[src/rtl/cosine_rom_reader_pkg.sv]
// Shared types for the cosine ROM read sequencer.
package cosine_rom_reader_pkg;

    typedef enum logic [1:0] {
        ST_IDLE,
        ST_RUN,
        ST_DRAIN
    } state_t;

endpackage

[src/rtl/sample_skid_buf.sv]
// Two-entry FIFO that holds ROM words until downstream accepts them.
module sample_skid_buf #(
    parameter int WIDTH = 64
) (
    input  logic             clk,
    input  logic             rst,
    input  logic             push,
    input  logic [WIDTH-1:0] push_data,
    input  logic             pop,
    output logic [1:0]       occ,
    output logic [WIDTH-1:0] head_data,
    output logic             head_valid
);

    logic [WIDTH-1:0] mem [2];
    logic             wr_ptr;
    logic             rd_ptr;
    logic [1:0]       cnt;
    logic             do_push;
    logic             do_pop;

    always_comb begin
        do_pop  = pop && (cnt != 2'd0);
        do_push = push && ((cnt != 2'd2) || do_pop);
    end

    always_ff @(posedge clk) begin
        if (rst) begin
            mem[0] <= '0;
            mem[1] <= '0;
            wr_ptr <= 1'b0;
            rd_ptr <= 1'b0;
            cnt    <= 2'd0;
        end else begin
            if (do_push) begin
                mem[wr_ptr] <= push_data;
                wr_ptr      <= ~wr_ptr;
            end
            if (do_pop) begin
                rd_ptr <= ~rd_ptr;
            end
            case ({do_push, do_pop})
                2'b10:   cnt <= cnt + 2'd1;
                2'b01:   cnt <= cnt - 2'd1;
                default: cnt <= cnt;
            endcase
        end
    end

    assign occ        = cnt;
    assign head_data  = mem[rd_ptr];
    assign head_valid = (cnt != 2'd0);

endmodule

[src/rtl/cosine_rom_reader.sv]
// Phase-accumulator read sequencer for the cosine ROM; hides the ROM's one-cycle
// read latency and delivers samples on a valid/ready stream.
module cosine_rom_reader
    import cosine_rom_reader_pkg::*;
#(
    parameter int WIDTH   = 64,
    parameter int DEPTH   = 64,
    parameter int PHASE_W = 16
) (
    input  logic                     clk,
    input  logic                     rst,
    input  logic                     start,
    input  logic                     stop,
    input  logic [PHASE_W-1:0]       tuning_word,
    output logic                     rom_en,
    output logic [$clog2(DEPTH)-1:0] rom_addr,
    input  logic [WIDTH-1:0]         rom_data,
    output logic [WIDTH-1:0]         sample_data,
    output logic                     sample_valid,
    input  logic                     sample_ready,
    output logic                     busy,
    output logic [31:0]              sample_count
);

    localparam int AW = $clog2(DEPTH);

    state_t             state;
    state_t             state_nxt;
    logic [PHASE_W-1:0] phase;
    logic [PHASE_W-1:0] tw;
    logic               inflight;
    logic [31:0]        count;
    logic [1:0]         occ;
    logic               pop;
    logic [2:0]         budget;

    // Words committed to the buffer (held or in flight) after this cycle's pop.
    always_comb begin
        pop    = sample_valid & sample_ready;
        budget = {1'b0, occ} + {2'b00, inflight} - {2'b00, pop};
        rom_en = (state == ST_RUN) && (budget < 3'd2);
    end

    always_comb begin
        state_nxt = state;
        case (state)
            ST_IDLE:  if (start) state_nxt = ST_RUN;
            ST_RUN:   if (stop) state_nxt = ST_DRAIN;
            ST_DRAIN: if ((occ == 2'd0) && !inflight) state_nxt = ST_IDLE;
            default:  state_nxt = ST_IDLE;
        endcase
    end

    always_ff @(posedge clk) begin
        if (rst) begin
            state    <= ST_IDLE;
            phase    <= '0;
            tw       <= '0;
            inflight <= 1'b0;
            count    <= '0;
        end else begin
            state    <= state_nxt;
            inflight <= rom_en;
            if ((state == ST_IDLE) && start) begin
                phase <= '0;
                tw    <= tuning_word;
                count <= '0;
            end else begin
                if (rom_en) phase <= phase + tw;
                if (pop) count <= count + 32'd1;
            end
        end
    end

    sample_skid_buf #(
        .WIDTH(WIDTH)
    ) u_buf (
        .clk       (clk),
        .rst       (rst),
        .push      (inflight),
        .push_data (rom_data),
        .pop       (pop),
        .occ       (occ),
        .head_data (sample_data),
        .head_valid(sample_valid)
    );

    assign rom_addr     = phase[PHASE_W-1 -: AW];
    assign busy         = (state != ST_IDLE);
    assign sample_count = count;

endmodule

[config.mk]
export PLATFORM = sky130hd
export DESIGN_NAME = cosine_rom_reader
export DESIGN_NICKNAME = d
export VERILOG_FILES = /design/src/rtl/cosine_rom_reader_pkg.sv /design/src/rtl/sample_skid_buf.sv /design/src/rtl/cosine_rom_reader.sv
export SDC_FILE = /design/constraint.sdc
export NUM_CORES = 1
export LEC_CHECK = 0
export CORE_MARGIN = 5
export CORE_UTILIZATION = 56
export CTS_BUF_LIST = sky130_fd_sc_hd__clkbuf_16
export DETAILED_ROUTE_END_ITERATION = 8
export PLACE_DENSITY_LB_ADDON = 0.15
export SYNTH_ARGS = -nofsm -noshare
export SYNTH_HDL_FRONTEND = slang
export SYNTH_SLANG_ARGS = --single-unit
[constraint.sdc]
create_clock -name clk -period 8.5 [get_ports clk]
set_clock_uncertainty 0.2 [all_clocks]
set_input_delay 2.55 -clock clk [delete_from_list [all_inputs] [get_ports clk]]
set_output_delay 2.55 -clock clk [all_outputs]
set_load 0.005 [all_outputs]
* Word level (Yosys, flattened, before mapping)
Memories as Yosys holds them, arrays and structs flattened. A register that Yosys moved wholly into a read port is not among the register bits.
Index checks and enable logic that the tools add are counted.
** Word-level totals
- Bits in registers :: 71
- RAM bits :: 128
- Input port bits :: 85
- Output and inout bits :: 105
- Word-level logic and storage cells :: 57
- Memories kept :: 1
** Cells by class
- Add/sub/neg operators :: 6
- Magnitude comparators :: 1
- Eq/ne operators :: 8
- Mux-type cells :: 15
- Bitwise gates (word level) :: 3
- Reduce and logical (&&, ||, !) cells :: 15
** Memory list
- u_buf.mem :: depth 2, width 64, read ports 1, clocked after memory_dff 1, write ports 2, RTL line sample_skid_buf.sv:15 : logic [WIDTH-1:0] mem [2];
** Operators with widths (number)
- $mux 64 :: 1
- $reduce_or 64->1 :: 1
- $add 32x1->32 const B :: 1
- $add 16x16->16 :: 1
- $mux 1 :: 9
- $ne 2x2->1 const B :: 4
- $mux 2 :: 3
- $pmux 2 s3 :: 1
- $reduce_bool 2->1 :: 3
- $logic_and 1x1->1 :: 5
- $eq 2x1->1 const B :: 2
- $eq 2x2->1 const B :: 2
- $logic_not 2->1 :: 2
- $pmux 2 s2 :: 1
- $add 2x1->3 :: 1
- $lt 3x2->1 const B :: 1
- $reduce_and 3->1 :: 1
- $sub 3x1->3 :: 1
- $add 2x1->2 const B :: 1
- $not 1->1 :: 2
- $reduce_or 2->1 :: 1
- $sub 2x1->2 const B :: 1
- $and 1x1->1 :: 1
- $logic_not 1->1 :: 1
- $logic_or 1x1->1 :: 1

* Longest topological paths before layout
Gate-level depths: netlist (run 1).
- Depth in word-level cells :: 10
- Depth in mapped cells :: 14
- Depth with buffers taken out :: 12

* Cells and area by module
A second synthesis (run 1) with hierarchy kept.
** Unflattened totals
- Cell total of the unflattened synthesis :: 779
- Area total of the unflattened synthesis :: 9247.6 um2
** Modules (own cells, without submodules)
- sample_skid_buf :: times used 1, cells an instance 367, area each 5761.8 um2, sequential area each 3943.8 um2
- cosine_rom_reader :: times used 1, cells an instance 412, area each 3485.8 um2, sequential area each 1341.3 um2

* Worst setup path before layout (run 1)
No wires, ideal clock.
- Path type :: input-to-output
- Start :: in sample_ready
- End :: out rom_en
- Arrival :: 4.359 ns
- Data required time :: 5.750 ns
- Setup slack :: 1.391 ns
- Stages :: 9
- Path buffers :: 2
- Path through :: o21a_1 > buf_2 > ha_1 > nand2b_1 > fa_1 > xnor2_1 > nand3_1 > inv_1 > buf_1
** Between the ends
- Word-level cells in the longest chain between the ends :: 4
** Ends and longest elaborated chain
- from (decl) :: RTL line cosine_rom_reader.sv:20 : input logic sample_ready,
- $and 1x1->1 :: RTL line cosine_rom_reader.sv:39 : pop = sample_valid & sample_ready;
- named net pop :: RTL line cosine_rom_reader.sv:34 : logic pop;
- $sub 3x1->3 :: RTL line cosine_rom_reader.sv:40 : budget = {1'b0, occ} + {2'b00, inflight} - {2'b00, pop};
- $lt 3x2->1 :: RTL line cosine_rom_reader.sv:41 : rom_en = (state == ST_RUN) && (budget < 3'd2);
- $logic_and 1x1->1 :: RTL line cosine_rom_reader.sv:41
- to (decl) :: RTL line cosine_rom_reader.sv:15 : output logic rom_en,
The timed path passes the listed nets, and every way through them passes these cells.

* Final worst setup path (run 1)
- Start :: in sample_ready
- End :: out rom_en
** Between the ends
- Word-level cells in the longest chain between the ends :: 4
** Ends and longest elaborated chain (RTL line)
- $and 1x1->1 :: cosine_rom_reader.sv:39
- $sub 3x1->3 :: cosine_rom_reader.sv:40
- $lt 3x2->1 :: cosine_rom_reader.sv:41
- $logic_and 1x1->1 :: cosine_rom_reader.sv:41
Every way passes these cells.

==> impl_metrics.env, run 1 <==
export IMPL_swShare_pct=23.7
export IMPL_vias_per_cell=5.30
export IMPL_yosysSeqAreaShare_pct=57.6
export IMPL_row_count=46
export IMPL_die_x_um=138
export IMPL_fillers=1192
export IMPL_worst_setup_path_type="primary input to primary output"
export IMPL_cts_root_buf="clkbuf_16"
export IMPL_p_clk_share_pct=34.0
export IMPL_cts_tree="done"
export IMPL_powerDensity_mw_per_mm2=182
export IMPL_antenna_found_initial=0
export IMPL_dp_cells=1170
export IMPL_power_internal_mw=1.64
export IMPL_portBuffers=189
export IMPL_postCtsHoldBufs=0
export IMPL_cp_max_fo=9
export IMPL_pre_cts_slack_ns=0.600
export IMPL_vdd_ir_drop_max_mv=0.141
export IMPL_synthArstFlopShare_pct=0
export IMPL_setup_tns_ns=0
export IMPL_h_tree_depth=4
export IMPL_netlist_instances=800
export IMPL_synth_area_mm2=0.00918
export IMPL_overflow=0
export IMPL_post_cts_buffers=0
export IMPL_dp_hpwl_mm=13.1
export IMPL_multi_input_area_mm2=0.00365
export IMPL_fin_cells=1202
export IMPL_final_common_cell="clkdlybuf4s50_1"
export IMPL_synth_main_ff_cell="edfxtp_1"
export IMPL_initial_utilization_pct=57.4
export IMPL_totalWireLength_mm=19.6
export IMPL_drc=0
export IMPL_ctsResizeCount=0
export IMPL_die_area_mm2=0.0190
export IMPL_diodes=0
export IMPL_slew_violations=0
export IMPL_ys_ff_latch=200
export IMPL_via_count=6373
export IMPL_cts_buffer_depth=2
export IMPL_worst_slew_pin_slew_ns=0.875
export IMPL_mostFrequentLayoutCells="clkdlybuf4s50_1 (189), and2_1 (130), edfxtp_1 (128)"
export IMPL_worstPathRequired_ns=5.75
export IMPL_switching_power_mw=0.509
export IMPL_leakage_nw=4.38
export IMPL_area_sequential_mm2=0.00529
export IMPL_nNetsFinal=1078
export IMPL_wl_per_cell_um=16.3
export IMPL_synth_edf_count=128
export IMPL_fin_ws_ns=0.587
export IMPL_finalCriticalPeriod_ns=7.91
export IMPL_clock_sinks=200
export IMPL_avgSynthCellArea_um2=11.5
export IMPL_synth_nets=905
export IMPL_rsz0062_at_grt="no"
export IMPL_ant_nets=0
export IMPL_maxCapViolations=0
export IMPL_drt_pass1_iterations=5
export IMPL_hold_class="register to register"
export IMPL_die_height_um=138
export IMPL_grt_max_degree=66
export IMPL_pwr_share_comb_pct=15.0
export IMPL_first_iter_violations=369
export IMPL_path_clk_slew_ns=0.07
export IMPL_drive_gt1_share_pct=12.0
export IMPL_grt_pass1_vias=6500
export IMPL_clk_latency_ns=0.42
export IMPL_pin_count=190
export IMPL_cp_start_kind="primary input"
export IMPL_grt_util_all_layers_pct=20.6
export IMPL_cts_inserted_buffers=17
export IMPL_finalCritPeriodShare_pct=93.1
export IMPL_syn2layout_area_growth_pct=28.2
export IMPL_yosysWarnings=0
export IMPL_endpoint_kind="primary output"
export IMPL_relSlewSlack_pct=41.7
export IMPL_hold_viol_final=0
export IMPL_core_area_mm2=0.0160
export IMPL_grt_pass1_wl_mm=32.1
export IMPL_gp_congestion=0.864
export IMPL_ys_types=52
export IMPL_clock_fmax_ghz=0.126
export IMPL_outcome="complete, no violations"
export IMPL_worst_endpoint_arrival_ns=5.16
export IMPL_setup_viol=0
export IMPL_p_seq_share_pct=51.0
cell families after synthesis:
kind of cell    after synthesis  synth area share, %
buf+inv                      60                 2.92
simple gates                322                 18.8
fa+ha+maj                    20                 2.89
mux                          69                 8.40
compound gates               94                 6.11
xor+xnor                     35                 3.34
flops                       200                 57.6
cells in the mapped netlist (3+ instances only):
master / n / area share [%]
nor2b_1: 3 / 0.20
xor2_1: 9 / 0.86
mux2_2: 64 / 7.9
and3_1: 8 / 0.55
dfxtp_1: 72 / 16
nand2_1: 68 / 2.8
a31oi_1: 3 / 0.20
a21oi_1: 45 / 2.5
inv_1: 14 / 0.57
a21o_1: 8 / 0.65
o21a_1: 4 / 0.33
and2_1: 130 / 8.9
o21ai_0: 15 / 0.82
nand4_1: 3 / 0.20
mux2i_1: 5 / 0.55
buf_4: 7 / 0.57
or3_1: 12 / 0.82
nand3_1: 16 / 0.87
a211oi_1: 4 / 0.33
ha_1: 18 / 2.5
or4_1: 4 / 0.33
nor2_1: 50 / 2.0
nor3_1: 13 / 0.71
o31ai_1: 3 / 0.25
or2_2: 3 / 0.20
xnor2_1: 26 / 2.5
edfxtp_1: 128 / 42
clkbuf_1: 34 / 1.4
registers in the layout, summed over array words and instances (netlist names), named ones only:
name	flops
u_buf.mem	128
sample_count	32
phase	16
tw	16
state	2
u_buf.occ	2
inflight	1
u_buf.rd_ptr	1
u_buf.wr_ptr	1
per-stage QoR:
stage / hold slack (ns) / util [%] / instance area, µm² / power [mW]
after detailed placement: 0.249 / 70.2 / 11200 / 1.44
after global placement: 0.243 / 70.2 / 11200 / 1.43
after CTS: 0.258 / 73.5 / 11800 / 2.16
after floorplan: 0.232 / - / 9180 / 1.27
after global routing: 0.283 / 73.5 / 11800 / 2.24
final: 0.260 / 73.5 / 11800 / 2.15
worst paths after layout:
check	depth (start not counted)	endpoint	slack (ns)	start
setup reg to reg	13	phase[12]	4.90	u_buf.occ[1]
hold reg to reg	2	phase[4]	0.26	phase[4]
setup / recovery	9	rom_en	0.59	sample_ready
hold / removal	2	phase[4]	0.26	phase[4]
worst max-delay path, cell delays in order:
cell             delay, ns
clkdlybuf4s50_1       0.50
o21a_1                0.16
ha_1                  0.22
nand2b_1              0.15
fa_1                  0.38
xnor2_1               0.18
nand3_1               0.31
inv_1                 0.18
clkdlybuf4s50_1       0.52
area by class of cell:
| cell class | count | area share [%] |
|---|---|---|
| multi-input combinational | 540 | 31.0 |
| inverter | 15 | 0.479 |
| clock buffer | 17 | 3.62 |
| timing repair buffer | 199 | 16.7 |
| tap | 216 | 2.30 |
| clock inverter | 15 | 0.915 |
| sequential | 200 | 44.9 |
power groups by stage:
| stage | Combinational, mW | Clock, mW | Sequential [mW] |
|---|---|---|---|
| global route | 0.347 | 0.790 | 1.10 |
| finish | 0.322 | 0.729 | 1.09 |
| detailed placement | 0.324 | 0 | 1.12 |
| CTS | 0.326 | 0.741 | 1.09 |
| floorplan | 0.159 | 0 | 1.11 |
| global placement | 0.320 | 0 | 1.11 |
layer usage:
| metal | share of wire, % | vias to the layer above | wire length (µm) | track usage, % |
|---|---|---|---|---|
| met1 | 42 | 3057 | 8250 | 25.2 |
| met2 | 50 | 164 | 9740 | 35.9 |
| met3 | 7.4 | 12 | 1450 | 6.28 |
| met4 | 0.89 | 0 | 175 | 4.58 |
| met5 | 0 | - | 0 | 0 |
| li1 | - | 3140 | - | - |
Power figures use the tool's default switching activity.
==> run 2, diff against run 1 <==
Settings changed: GPL_ROUTABILITY_DRIVEN set to 0, GPL_TIMING_DRIVEN set to 0, HOLD_SLACK_MARGIN set to 0.03.
==> run 2 against run 1 <==
Effect of this change:
- die area unchanged
- count of clock-buffer cells in the layout unchanged
- clock power increased by 6.2%
- flip-flop and latch count unchanged
- routed wire length increased by 3.3%
- largest cell class unchanged
- via count increased by 2.6%
- register-to-register slack got worse by 0.26 ns
==> impl_metrics.env, run 2 (synthesis results as in run 1) <==
export IMPL_outcome="complete, no violations"
export IMPL_hold_viol_final=0
export IMPL_area_sequential_mm2=0.00529
export IMPL_r2r_start="u_buf.occ[1]"
export IMPL_grt_util_all_layers_pct=21.0
export IMPL_core_area_mm2=0.0160
export IMPL_finalCritPeriodShare_pct=98.4
export IMPL_cp_endpoint="rom_en"
export IMPL_cts_inserted_buffers=17
export IMPL_worst_endpoint_arrival_ns=5.61
export IMPL_h_tree_depth=4
export IMPL_final_common_cell="clkdlybuf4s50_1"
export IMPL_vias_per_cell=5.27
export IMPL_nNetsFinal=1118
export IMPL_cp_cell_sequence="clkdlybuf4s50_1 > o21a_1 > buf_2 > ha_1 > nand2b_1 > fa_1 > xnor2_1 > nand3_1 > clkinvlp_4 > clkdlybuf4s50_1"
export IMPL_initial_utilization_pct=57.4
export IMPL_drc=0
export IMPL_drt_pass1_iterations=5
export IMPL_worst_slew_pin_slew_ns=1.19
export IMPL_hold_class="register to register"
export IMPL_startpoint="sample_ready"
export IMPL_antenna_found_initial=1
export IMPL_die_height_um=138
export IMPL_path_clk_slew_ns=0.07
export IMPL_first_iter_violations=334
export IMPL_crit_path_top_delay_cell="clkdlybuf4s50_1"
export IMPL_dp_cells=1207
export IMPL_stdcell_area_mm2=0.0120
export IMPL_cp_common_cell="clkdlybuf4s50_1"
export IMPL_clock_sinks=200
export IMPL_placed_area_mm2=0.0114
export IMPL_via_count=6541
export IMPL_powerDensity_mw_per_mm2=184
export IMPL_die_x_um=138
export IMPL_syn2layout_area_growth_pct=30.7
export IMPL_vdd_ir_drop_max_mv=0.128
export IMPL_die_area_mm2=0.0190
export IMPL_r2r_slack_ns=4.64
export IMPL_grt_pass1_vias=6629
export IMPL_cts_buffer_depth=2
export IMPL_min_from="phase[5]"
export IMPL_wl_per_cell_um=16.3
export IMPL_ant_nets=0
export IMPL_portBuffers=189
export IMPL_cp_start_kind="primary input"
export IMPL_drive_gt1_share_pct=11.9
export IMPL_leakage_nw=4.47
export IMPL_largest_register="u_buf.mem"
export IMPL_fin_cells=1242
export IMPL_overflow=0
export IMPL_setup_tns_ns=0
export IMPL_multi_input_area_mm2=0.00364
export IMPL_cts_tree="done"
export IMPL_row_count=46
export IMPL_grt_max_degree=65
export IMPL_slew_violations=0
export IMPL_grt_pass1_wl_mm=32.7
export IMPL_cts_root_buf="clkbuf_16"
export IMPL_crit_path_max_incr_delay_ns=0.55
export IMPL_setup_viol=0
export IMPL_r2r_end="phase[14]"
export IMPL_reg2reg_depth=14
export IMPL_largest_reg_flops=128
export IMPL_maxCapViolations=0
export IMPL_clk_latency_ns=0.42
export IMPL_worst_setup_path_type="primary input to primary output"
export IMPL_relSlewSlack_pct=20.2
export IMPL_totalWireLength_mm=20.3
export IMPL_diodes=0
export IMPL_mostFrequentLayoutCells="clkdlybuf4s50_1 (189), and2_1 (130), edfxtp_1 (128)"
export IMPL_finalCriticalPeriod_ns=8.36
export IMPL_worstPathRequired_ns=5.75
export IMPL_pin_count=190
export IMPL_clock_fmax_ghz=0.120
export IMPL_fillers=1197
export IMPL_postCtsHoldBufs=0
export IMPL_dp_hpwl_mm=14.3
export IMPL_cp_max_fo=9
export IMPL_endpoint_kind="primary output"
[run 2: cell count changes in the layout (fill, tap and decap cells not counted), sizes merged]
cell,before,now
clkinvlp,3,4
clkbuf,17,51
clkinv,7,5
buf,10,16
bufinv,0,1
[run 2: metal layers]
metal  vias to the layer above  track usage [%]  routed length, µm
met5                         -                0                 18
met4                         2             6.81                383
met3                        32             5.62               1480
met2                       195             35.8               9860
met1                      3090             26.1               8520
li1                       3222                -                  -
[run 2: worst min path at each step]
stage,end,slack (ns),cells after the start
CTS,phase[5],0.26,2
detailed placement,phase[5],0.25,2
global route,phase[5],0.28,2
floorplan,phase[8],0.23,2
global placement,phase[9],0.25,2
finish,phase[5],0.26,2
[run 2: worst max-delay path, delay by kind of cell]
| kind | cells | cell delay, ns |
|---|---|---|
| AO/OA/AOI/OAI | 1 | 0.13 |
| XOR/XNOR | 1 | 0.14 |
| buffers and inverters | 4 | 1.62 |
| AND/OR/NAND/NOR | 2 | 0.53 |
| adder cells (fa/ha/maj) | 2 | 0.64 |
[run 2: power breakdown]
| group | internal (mW) | switching, mW | leakage [nW] |
|---|---|---|---|
| sequential | 1.08 | 0.0158 | 1.91 |
| clock | 0.411 | 0.363 | 0.277 |
| combinational | 0.192 | 0.146 | 2.28 |
[run 2: timing repair]
action	in CTS	in global routing
cloned	0	0
setup buffers	0	4
gates resized for setup	0	1
setup endpoints to repair	1	1
hold endpoints to repair	0	0
[run 2: final cells by class]
cell class                      count  share of cell area, %
Clock buffer                       17                   3.55
Sequential cell                   200                   44.1
Buffer                             44                   1.73
Inverter                           15                  0.501
Timing Repair Buffer              195                   16.4
Multi-Input combinational cell    540                   30.3
Clock inverter                     15                   1.20
Tap cell                          216                   2.25
[run 2: metrics by stage]
stage	worst slack (ns)	total power [mW]	util (%)	hold WS [ns]
3_3_place_gp	-0.156	1.44	70.9	0.246
2_1_floorplan	1.39	1.27	-	0.232
3_5_place_dp	-0.161	1.45	71.2	0.254
6_report	0.138	2.20	75.0	0.264
4_1_cts	0.0145	2.22	74.7	0.265
5_1_grt	-0.0108	2.29	75.0	0.283
==> patch 1: new RTL, flow settings as in run 1 <==
`PHASE_W`: 16 -> 18.
--- a/src/rtl/cosine_rom_reader.sv
+++ b/src/rtl/cosine_rom_reader.sv
@@ -5,7 +5,7 @@
 #(
     parameter int WIDTH   = 64,
     parameter int DEPTH   = 64,
-    parameter int PHASE_W = 16
+    parameter int PHASE_W = 18
 ) (
     input  logic                     clk,
     input  logic                     rst,
Ports: changed (resized tuning_word); port bits go from 190 to 192. The function was not compared with the original's and may differ.
==> patch 1 against run 1 <==
Worst hold slack better by 0.00083 ns. Sequential cell count grew 4. Critical path depth increased by 1. Cell area increased by 2.6%. Power grew 0.72%. Synthesized area rose by 1.9%. Synthesized cell count increased by 3.5%. Cell count grew 3.2%. Worst setup slack better by 0.12 ns. Wire length grew 0.49%. Clock power rose by 17%. Combinational power is 36% lower. Via count rose by 1.7%. Critical path type unchanged. Critical endpoint unchanged. Highest routed layer unchanged.
==> patch 1: results (changes against run 1) <==
Yosys
  – Synth top area cells: edfxtp_1 41%, dfxtp_1 16%, and2_1 8.9% (was edfxtp_1 42%, dfxtp_1 16%, and2_1 8.9%)
  – Synthesized area per cell: 11.3 sq um (was 11.5 sq um)
  – Most common library cells after synthesis: 133 x and2_1, 128 x edfxtp_1, 98 x nand2_1 (was 130 x and2_1, 128 x edfxtp_1, 72 x dfxtp_1)
  – Syn_nets: 936 (was 905)
  – Sequential element share of the synthesized area: 0.574 (was 0.576)
  – Synth cell types: 51 (was 52)
  – Post-synth EDFFs: 128 (unchanged)

Final layout
  – Reg with most FFs: u_buf.mem (unchanged)
  – Share of cells above drive strength 1: 0.113 (was 0.120)
  – Net count reported at finish: 1116 (was 1078)
  – Max reg flops: 128 (unchanged)

Clock network
  – Maximum buffer depth of the clock tree: 3 (was 2)
  – H-tree Lvls: 1 (was 4)
  – CTS Buf Count: 21 (was 17)
  – Clk_lat worst skew: 0.47 ns (was 0.42 ns)
  – Reg clk slew, reported paths: 0.05 ns (was 0.07 ns)

Placement
  – Placed cells: 1205 (was 1170)
  – Placed cell areas: 11400 sq um (was 11200 sq um)
  – GPL Wtd Cong: 0.850 (was 0.864)
  – Dpl hpwl: 12.9 mm (was 13.1 mm)
  – Port-buffer cells: 191 (was 189)
  – Place WS: 0.715 ns (was 0.600 ns)

Detailed routing
  – Via density: 5.22 (was 5.30)
  – TritonRoute pass-1 iters: 5 (unchanged)
  – Routed via count: 6479 (was 6373)
  – Metal3 WL: 1.02 mm (was 1.45 mm)
  – Met2 wire length: 9.68 mm (was 9.74 mm)
  – Top layer in use: met4 (unchanged)
  – Detailed Route Iter0 Violations: 332 (was 369)
  – Final wirelength: 19.7 mm (was 19.6 mm)
  – WL met1: 8.74 mm (was 8.25 mm)

Setup path
  – Crit path max fanout: 8 (was 9)
  – Worst Reg-to-Reg Cells: 12 (was 13)
  – Reg2reg end: phase[16] (was phase[12])
  – Crit-path max cell delay: 0.49 ns (was 0.52 ns)
  – Reg-to-Reg Start: u_buf.occ[1] (unchanged)
  – Worst setup path start: sample_ready (unchanged)
  – Critical Path AT: 5.04 ns (was 5.16 ns)
  – Critical Path End: rom_en (unchanged)
  – R2R Setup Slk: 5.07 ns (was 4.90 ns)

Job
  – Max-cap check violation count: 0 (unchanged)

Global routing
  – Routing usage on met3: 0.0324 (was 0.0628)
  – Vias in the first global route: 6432 (was 6500)
  – Met2 Use GR: 0.350 (was 0.359)
  – Overall Global Routing Usage: 0.200 (was 0.206)
  – First-pass GRT wire length: 32.3 mm (was 32.1 mm)
  – Largest net degree at the start of global routing: 66 (unchanged)
  – GR met1 Demand/Resource: 0.265 (was 0.252)

STA
  – Clock period minus worst slack: 7.79 ns (was 7.91 ns)
  – Slew Viols, Final: 0 (unchanged)
  – Rel. slew slack: 0.402 (was 0.417)

Power and ir drop
  – Peak VDD IR: 0.135 mV (was 0.141 mV)
  – Leak: 4.63 nW (was 4.38 nW)
  – Switching Share: 0.210 (was 0.237)

Worst hold path
  – Hold path cells: 2 (unchanged)
  – Hold Path Class: reg2reg (unchanged)

Run status
  – Status: finished clean (unchanged)
-- patch 1: changes by cell type after synthesis, moves of 6 or more --
cell	change
nand2_1	+30
xor2_1	+21
xnor2_1	-14
o21ai_0	-9
or3_1	-8
nor3_1	-6
-- patch 1: power by group through the flow --
stage / clock, mW / combinational [mW] / sequential, mW
detailed placement: 0 / 0.207 / 1.12
CTS: 0.870 / 0.209 / 1.10
floorplan: 0 / 0.0940 / 1.12
global placement: 0 / 0.206 / 1.12
finish: 0.854 / 0.206 / 1.10
global route: 0.910 / 0.224 / 1.10
-- patch 1: cell families (layout without fill, tap and decap cells) --
family | Yosys count | count (layout) | synth area share
simple gates | 350 | 350 | 0.192
flops | 204 | 204 | 0.574
compound gates | 86 | 86 | 0.0561
mux | 69 | 69 | 0.0830
buf+inv | 56 | 249 | 0.0261
xor+xnor | 42 | 42 | 0.0393
fa+ha+maj | 21 | 21 | 0.0297
-- patch 1: worst min-delay path by stage --
stage,end,from,slack [ns]
final,phase[5],phase[5],0.26
after global routing,phase[2],phase[2],0.27
after CTS,tw[6],tw[6],0.26
after detailed placement,phase[2],phase[2],0.25
after global placement,phase[3],phase[3],0.24
after floorplan,phase[2],phase[2],0.24
-- patch 1: cell type report --
cell class | instances | area, sq um
Sequential cell | 204 | 5370
Multi-Input combinational cell | 568 | 3760
Clock buffer | 21 | 526
Fill cell | 1203 | 4390
Timing Repair Buffer | 200 | 1980
Tap cell | 220 | 275
Clock inverter | 15 | 113
Inverter | 13 | 48.8
-- patch 1: tightest hold or removal path, delay by kind of cell (launching register included) --
kind	cells	cell delay, ns
compound gates	1	0.05
simple gates	1	0.05
flops	1	0.31
==> patch 2: new RTL, config.mk and constraints of run 1 <==
Made on the original files. Put one more register stage on the output `sample_count`, with the module's reset. The value now appears one clock later. The other outputs are not delayed to match.
--- a/src/rtl/cosine_rom_reader.sv
+++ b/src/rtl/cosine_rom_reader.sv
@@ -87,7 +87,13 @@
 
     assign rom_addr     = phase[PHASE_W-1 -: AW];
     assign busy         = (state != ST_IDLE);
-    assign sample_count = count;
+    always_ff @(posedge clk) begin
+        if (rst) begin
+            sample_count <= '0;
+        end else begin
+            sample_count <= count;
+        end
+    end
 
 endmodule
 
Check against the original RTL: not equivalent (Yosys sat finds a counterexample within 10 cycles, from zero or initial values and one cycle with rst high).
==> patch 2 against run 1 <==
Cell area rose by 8.0%. Sequential cell count is 32 higher. Critical path depth is the same. Worst setup slack better by 0.16 ns. Largest power group unchanged. Synthesized area increased by 8.3%. Wire length rose by 3.9%. Global-route usage fell by 1.0 points. Power grew 17%. Fmax rose by 2.1%.
==> patch 2: results (changes against run 1) <==
Worst hold path
  – Worst Hold Path EP: tw[2] (was phase[4])
  – Worst hold start: tw[2] (was phase[4])

Global routing
  – Vias in the first global route: 6544 (was 6500)
  – Overall Global Routing Usage: 0.196 (was 0.206)
  – First-pass GRT wire length: 32.4 mm (was 32.1 mm)
  – Met2 Use GR: 0.345 (was 0.359)
  – GR met1 Demand/Resource: 0.252 (about the same)

Placement
  – Dpl hpwl: 13.3 mm (was 13.1 mm)
  – GPL Wtd Cong: 0.821 (was 0.864)

Power and ir drop
  – Peak VDD IR: 0.138 mV (was 0.141 mV)

Detailed routing
  – Routed via count: 6580 (was 6373)
  – Final wirelength: 20.4 mm (was 19.6 mm)
  – Met2 wire length: 10.0 mm (was 9.74 mm)
  – Detailed Route Iter0 Violations: 327 (was 369)
  – TritonRoute pass-1 iters: 4 (was 5)

STA
  – Slew @ Worst Pin: 0.987 ns (was 0.875 ns)
  – Worst hold slack: 0.259 ns (was 0.260 ns)

Yosys
  – Multiplexer share of the synthesized area: 0.0816 (was 0.0840)
  – Sequential element share of the synthesized area: 0.596 (was 0.576)
  – Syn_nets: 943 (was 905)
  – Post-synthesis xor/xnor area fraction: 0.0326 (was 0.0334)

Setup path
  – Reg2reg end: u_buf.mem[1][60] (was phase[12])

Final layout
  – Net count reported at finish: 1121 (was 1078)
  – Share of cells above drive strength 1: 0.119 (was 0.120)

Run status
  – Status: finished clean (unchanged)
[patch 2: cell types whose count changed after synthesis, moves of 8 or more]
cell,before,now
dfxtp_1,72,104
nand2_1,68,60
nor2b_1,3,30
nor3_1,13,3
xnor2_1,26,17
xor2_1,9,20
[patch 2: layout make-up]
type / instances / share of cell area
flip-flops and latches: 232 / 0.466
multi-input cells: 549 / 0.298
repair buffers: 198 / 0.154
clock buffers: 25 / 0.0492
well taps: 225 / 0.0222
clock inverters: 19 / 0.00699
inverters: 11 / 0.00325
diodes: 1 / 0.000197
[patch 2: through the flow]
stage               cell area (sq um)  setup slack (ns)   util  std cells
floorplan                        9940              1.34      -        838
global route                    12700             0.579  0.732       1259
detailed placement              12000             0.781  0.691       1215
global placement                12000             0.821  0.691       1215
CTS                             12700             0.769  0.732       1259
finish                          12700             0.749  0.732       1260
[patch 2: report_power, final]
part           internal [mW]  switching [mW]
combinational          0.185           0.138
sequential              1.23          0.0176
clock                  0.530           0.408
total                   1.94           0.564
